<file path="src/rtl/seven_segment_scanner.sv">
// Time-multiplexed hex display scanner: one shared 7-segment decoder driven across NUM_DIGITS
// common-anode digits, with frame-aligned value updates through a load/ack handshake.
module seven_segment_scanner #(
   parameter int unsigned NUM_DIGITS  = 4,
   parameter int unsigned REFRESH_DIV = 50000,
   parameter int unsigned GUARD       = 2
) (
   input  logic                    clk,
   input  logic                    rst,
   input  logic                    load,
   input  logic [4*NUM_DIGITS-1:0] value,
   input  logic [NUM_DIGITS-1:0]   blank_mask,
   input  logic                    lz_blank,
   output logic [3:0]              digit_code,
   output logic [NUM_DIGITS-1:0]   digit_en,
   output logic                    ack,
   output logic                    frame_done
);

   localparam int unsigned DIV_W = $clog2(REFRESH_DIV);
   localparam int unsigned IDX_W = (NUM_DIGITS > 1) ? $clog2(NUM_DIGITS) : 1;

   localparam logic [DIV_W-1:0] DIV_LAST  = DIV_W'(REFRESH_DIV - 1);
   localparam logic [IDX_W-1:0] IDX_LAST  = IDX_W'(NUM_DIGITS - 1);
   localparam logic [DIV_W-1:0] GUARD_CNT = DIV_W'(GUARD);

   logic [DIV_W-1:0]        div_q, div_d;
   logic [IDX_W-1:0]        idx_q, idx_d;
   logic [4*NUM_DIGITS-1:0] shown_q, shown_d;
   logic [4*NUM_DIGITS-1:0] pending_q, pending_d;
   logic                    pend_valid_q, pend_valid_d;

   logic [3:0]              code_d;
   logic [NUM_DIGITS-1:0]   en_d;
   logic                    ack_d;
   logic                    frame_done_d;

   logic                    tc;
   logic                    frame_end;

   assign tc        = (div_q == DIV_LAST);
   assign frame_end = tc && (idx_q == IDX_LAST);

   // Slot timing and the load/commit handshake; a load in the commit cycle stays pending.
   always_comb begin
      div_d        = div_q + 1'b1;
      idx_d        = idx_q;
      shown_d      = shown_q;
      pending_d    = pending_q;
      pend_valid_d = pend_valid_q;
      if (tc) begin
         div_d = '0;
         idx_d = (idx_q == IDX_LAST) ? '0 : idx_q + 1'b1;
      end
      if (frame_end && pend_valid_q) begin
         shown_d      = pending_q;
         pend_valid_d = 1'b0;
      end
      if (load) begin
         pending_d    = value;
         pend_valid_d = 1'b1;
      end
   end

   // Per-slot digit selection and darkening (mask, leading-zero run, guard band).
   always_comb begin
      logic zero_run;
      logic dark;
      logic [NUM_DIGITS-1:0] en_sel;
      zero_run     = 1'b1;
      dark         = (div_q < GUARD_CNT);
      en_sel       = '1;
      code_d       = 4'h0;
      // Walk from the most significant nibble down so zero_run covers nibbles k..top.
      for (int k = int'(NUM_DIGITS) - 1; k >= 0; k--) begin
         zero_run = zero_run & (shown_q[4*k +: 4] == 4'h0);
         if (idx_q == IDX_W'(k)) begin
            code_d    = shown_q[4*k +: 4];
            en_sel[k] = 1'b0;
            if (blank_mask[k] || (lz_blank && zero_run && (k > 0))) begin
               dark = 1'b1;
            end
         end
      end
      en_d         = dark ? '1 : en_sel;
      ack_d        = frame_end && pend_valid_q;
      frame_done_d = frame_end;
   end

   // State and registered outputs.
   always_ff @(posedge clk or negedge rst) begin
      if (!rst) begin
         div_q        <= '0;
         idx_q        <= '0;
         shown_q      <= '0;
         pending_q    <= '0;
         pend_valid_q <= 1'b0;
         digit_code   <= 4'h0;
         digit_en     <= '1;
         ack          <= 1'b0;
         frame_done   <= 1'b0;
      end else begin
         div_q        <= div_d;
         idx_q        <= idx_d;
         shown_q      <= shown_d;
         pending_q    <= pending_d;
         pend_valid_q <= pend_valid_d;
         digit_code   <= code_d;
         digit_en     <= en_d;
         ack          <= ack_d;
         frame_done   <= frame_done_d;
      end
   end

endmodule

</file>
<file path="config.mk">
export PLATFORM = sky130hd
export DESIGN_NAME = seven_segment_scanner
export DESIGN_NICKNAME = d
export VERILOG_FILES = /design/src/rtl/seven_segment_scanner.sv
export SDC_FILE = /design/constraint.sdc
export NUM_CORES = 1
export LEC_CHECK = 0
export CAP_MARGIN = 20
export CORE_MARGIN = 4
export CORE_UTILIZATION = 60
export CTS_BUF_LIST = sky130_fd_sc_hd__clkbuf_4
export CTS_CLUSTER_DIAMETER = 100
export DETAILED_ROUTE_END_ITERATION = 16
export HOLD_SLACK_MARGIN = 0.15
export PLACE_DENSITY_LB_ADDON = 0.3
export SLEW_MARGIN = 0
export SYNTH_ARGS = -nofsm -noshare
export SYNTH_HDL_FRONTEND = slang
export SYNTH_SLANG_ARGS = --single-unit
export TNS_END_PERCENT = 50
</file>
<file path="constraint.sdc">
create_clock -name clk -period 3.3 [get_ports clk]
set_clock_uncertainty 0.05 [all_clocks]
set_input_delay 0.66 -clock clk [delete_from_list [all_inputs] [get_ports clk]]
set_output_delay 0.66 -clock clk [all_outputs]
set_load 0.005 [all_outputs]
</file>
==> impl_results.md <==
- Post-synth EDFFs: 0
- CP Launch Type: flop
- Post-synthesis mux area share: approximately 15%
- Top delay family on crit path: flip-flops
- Setup_tns: 0 ns
- CP peak stage delay: around 0.53 ns
- Gr usage total: 20.0%
- CP max stage cell: dfstp_2
- GRT Residual Overflow: 0
- DR vias: between 1.5k and 2k
- CP Depth: 1
- Slew Limit Fails: 0
- IR drop worst, VDD: around 290 uV
- Most instantiated cells after synthesis: dfrtp_1 (57), mux2_2 (24), nand2_1 (14)
- Reg2reg start: div_q[1]
- Synthesis Warnings: 0
- Routing usage on met2: 30.9%
- PD cells: about 430 nW/um^2
- Crit path capture: digit_en[2]
- R2R Path End: shown_q[15]
- Root buf cell: clkbuf_4
- First-pass GRT wire length: between 8 and 9 mm
- P&R area growth vs syn: 18.8%
- Routing usage on met1: between 20% and 30%
- Final ANT Viol Nets: 0
- Vias/cell: between 5 and 6
- Fin crit share: ~65%
- Complex-gate fraction of the synthesized area: roughly 4.2%
- Area of the mapped netlist: around 2800 um^2
- Clock buffer count from CTS: 9
- Clock period minus worst slack: 2.13 ns
- Dpl hpwl: between 3 and 4 mm
- Top cells by area, synth: dfrtp_1 (52%), mux2_2 (9.8%), mux2_4 (4.9%), dfstp_2 (3.8%), xor2_1 (2.9%)
- Area of placed instances: 3110 um^2
- Vias in the first global route: around 1.8k
- Post-synth top area cell: dfrtp_1
- CP Cell Sequence: clkdlybuf4s50_1
- Setup Viol. Count Final: 0
- Synth top area share: roughly half
- Multi-input logic area: ~1200 um^2
- Fmax: 469 MHz
- CTS Buffer Depth: 2
- Register Area: around 1500 um^2
- Starting density of the core: between 60 and 70%
- R2R Setup Slk: roughly 1.2 ns
- #FFs+latches synth: between 60 and 70
- Clock latency reported for the late side of the worst-skew pair: about 0.39 ns
- Io pins: 34
- Final net count: 280
- Busiest layer in global routing: met2
- Gp weighted congestion: 0.815
- Clock transition at the registers of the reported paths: around 0.10 ns
- Max-slew headroom: 48.4%
- WP buf/inv: 1
- Fillers: a little over 300
- Count leader, synth: dfrtp_1
- DRT iter0 DRCs: 150
- Type of the worst min-delay path: reg2reg
- Largest family of logic cells by synthesized area: simple AND/OR/NAND/NOR gates
- Final instance area: between 3000 and 4000 um^2
- CTS sink count: 61
- M3 GR Usage: under 10%
- TritonCTS clock tree: yes
- Reg2Reg Depth: 5
- Post-synth ARST share: 100%
- Status: finished, final reports clean
- Die ar.: ~5700 um^2
- Core Region: 4410 um^2
- Mean routed wirelength per cell: 16.7 um
- Final hold vios: 0
- Setup crit end kind: output pin
- Worst EP required: between 2 and 3 ns
- Drt first pass iters: 4
- RSZ-0062 raised after global routing: no
- Actual slew at the worst max-slew pin: approximately 0.77 ns
- Final non-filler cell total: between 300 and 400
- Xor/xnor share of the synthesized area: 3.81%
- Worst-path fanout max: 1
- Critical path class: reg2out
- DRC: 0
- Port Buf Inserts: 33
- Ys flop type: dfrtp_1
- Initial antenna violation count: 0
- # rows: 24
- Layout cells sized above 1: 24.2%
- Leakage: 1.49 nW
- Htree depth: 3
- Post-Synth Adder-Cell Area: under 10%
- Register area share after synthesis: about 56%
- Die width: about 76 um
- Chip Height: between 70 and 80 um
- Post-placement cell count: slightly below 300
- Simple-gate area share of the yosys netlist: 16.8%
- Distinct cells, synth: around 40
- Critical path data arrival time: 1.42 ns
- Cells after Synth: approximately 210
- Diodes inserted: 0
- Crit. Startpoint: digit_en[2]
- Syn nets: around 240
- Largest net degree at the start of global routing: 25
- Post-Route WL: approximately 5.1 mm
- Max-cap violations: 0
- Synthesized area per cell: 13.0 um^2
## final cells by class
cell class,instances,area share (%)
Tap cell,52,1.99
Inverter,4,0.458
Clock inverter,6,2.37
Clock buffer,10,2.29
Sequential cell,61,46.7
Multi-Input combinational cell,139,35.5
Timing Repair Buffer,36,10.7
## power by group
part | internal [mW] | switching (mW)
clock | 0.309 | 0.260
combinational | 0.0463 | 0.0297
sequential | 0.768 | 0.0104
total | 1.12 | 0.300
## cells by family after synthesis
| kind of cell | Yosys count |
|---|---|
| AOI/OAI and AO/OA | 16 |
| xor gates and xnor gates | 12 |
| adders and majority gates | 5 |
| buffers and inverters | 12 |
| DFF | 61 |
| muxes | 34 |
| and+or+nand+nor | 72 |
## registers in the layout, summed over array words and instances, names as in the netlist
signal,flops
digit_en,4
shown_q,16
digit_code,4
div_q,16
pend_valid_q,1
pending_q,16
frame_done,1
idx_q,2
ack,1
## worst min-delay path by stage
stage	startpoint	to	cells after the start
CTS	div_q[0]	div_q[0]	1
global placement	div_q[0]	div_q[0]	1
global route	div_q[0]	div_q[0]	1
finish	div_q[0]	div_q[0]	1
detailed placement	div_q[0]	div_q[0]	1
floorplan	rst	ack	0
## through the flow
step	hold slack (ns)	utilization, %	worst slack [ns]	power, mW
floorplan	0.314	-	1.46	0.817
global placement	0.426	70.5	1.11	0.865
detailed placement	0.433	70.5	1.04	0.869
CTS	0.446	74.2	1.14	1.44
global route	0.462	74.2	1.11	1.48
finish	0.441	74.2	1.17	1.42
## placed cells by master, fill, tap and decap left out, types with 5 or more instances in the layout
cell type,count
mux2_2,24
xor2_1,9
clkbuf_4,10
nor4_1,5
ha_1,5
nand3_1,7
clkdlybuf4s50_1,32
nand4_1,7
dfrtp_1,57
nand2_1,14
nor2_1,12
mux2_4,9
## layer usage
metal	vias to the layer above	part of all wire [%]
li1	849	-
met3	10	4.5
met2	47	47
met5	-	0
met4	0	1.8
met1	908	47
## timing repair
item / 4_1_cts / 5_1_grt
setup buffers: 0 / 0
hold buffers: 1 / 0
hold endpoints to repair: 14 / 0
gates resized for setup: 0 / 0
No activity file was read; power rests on OpenSTA's default activity.
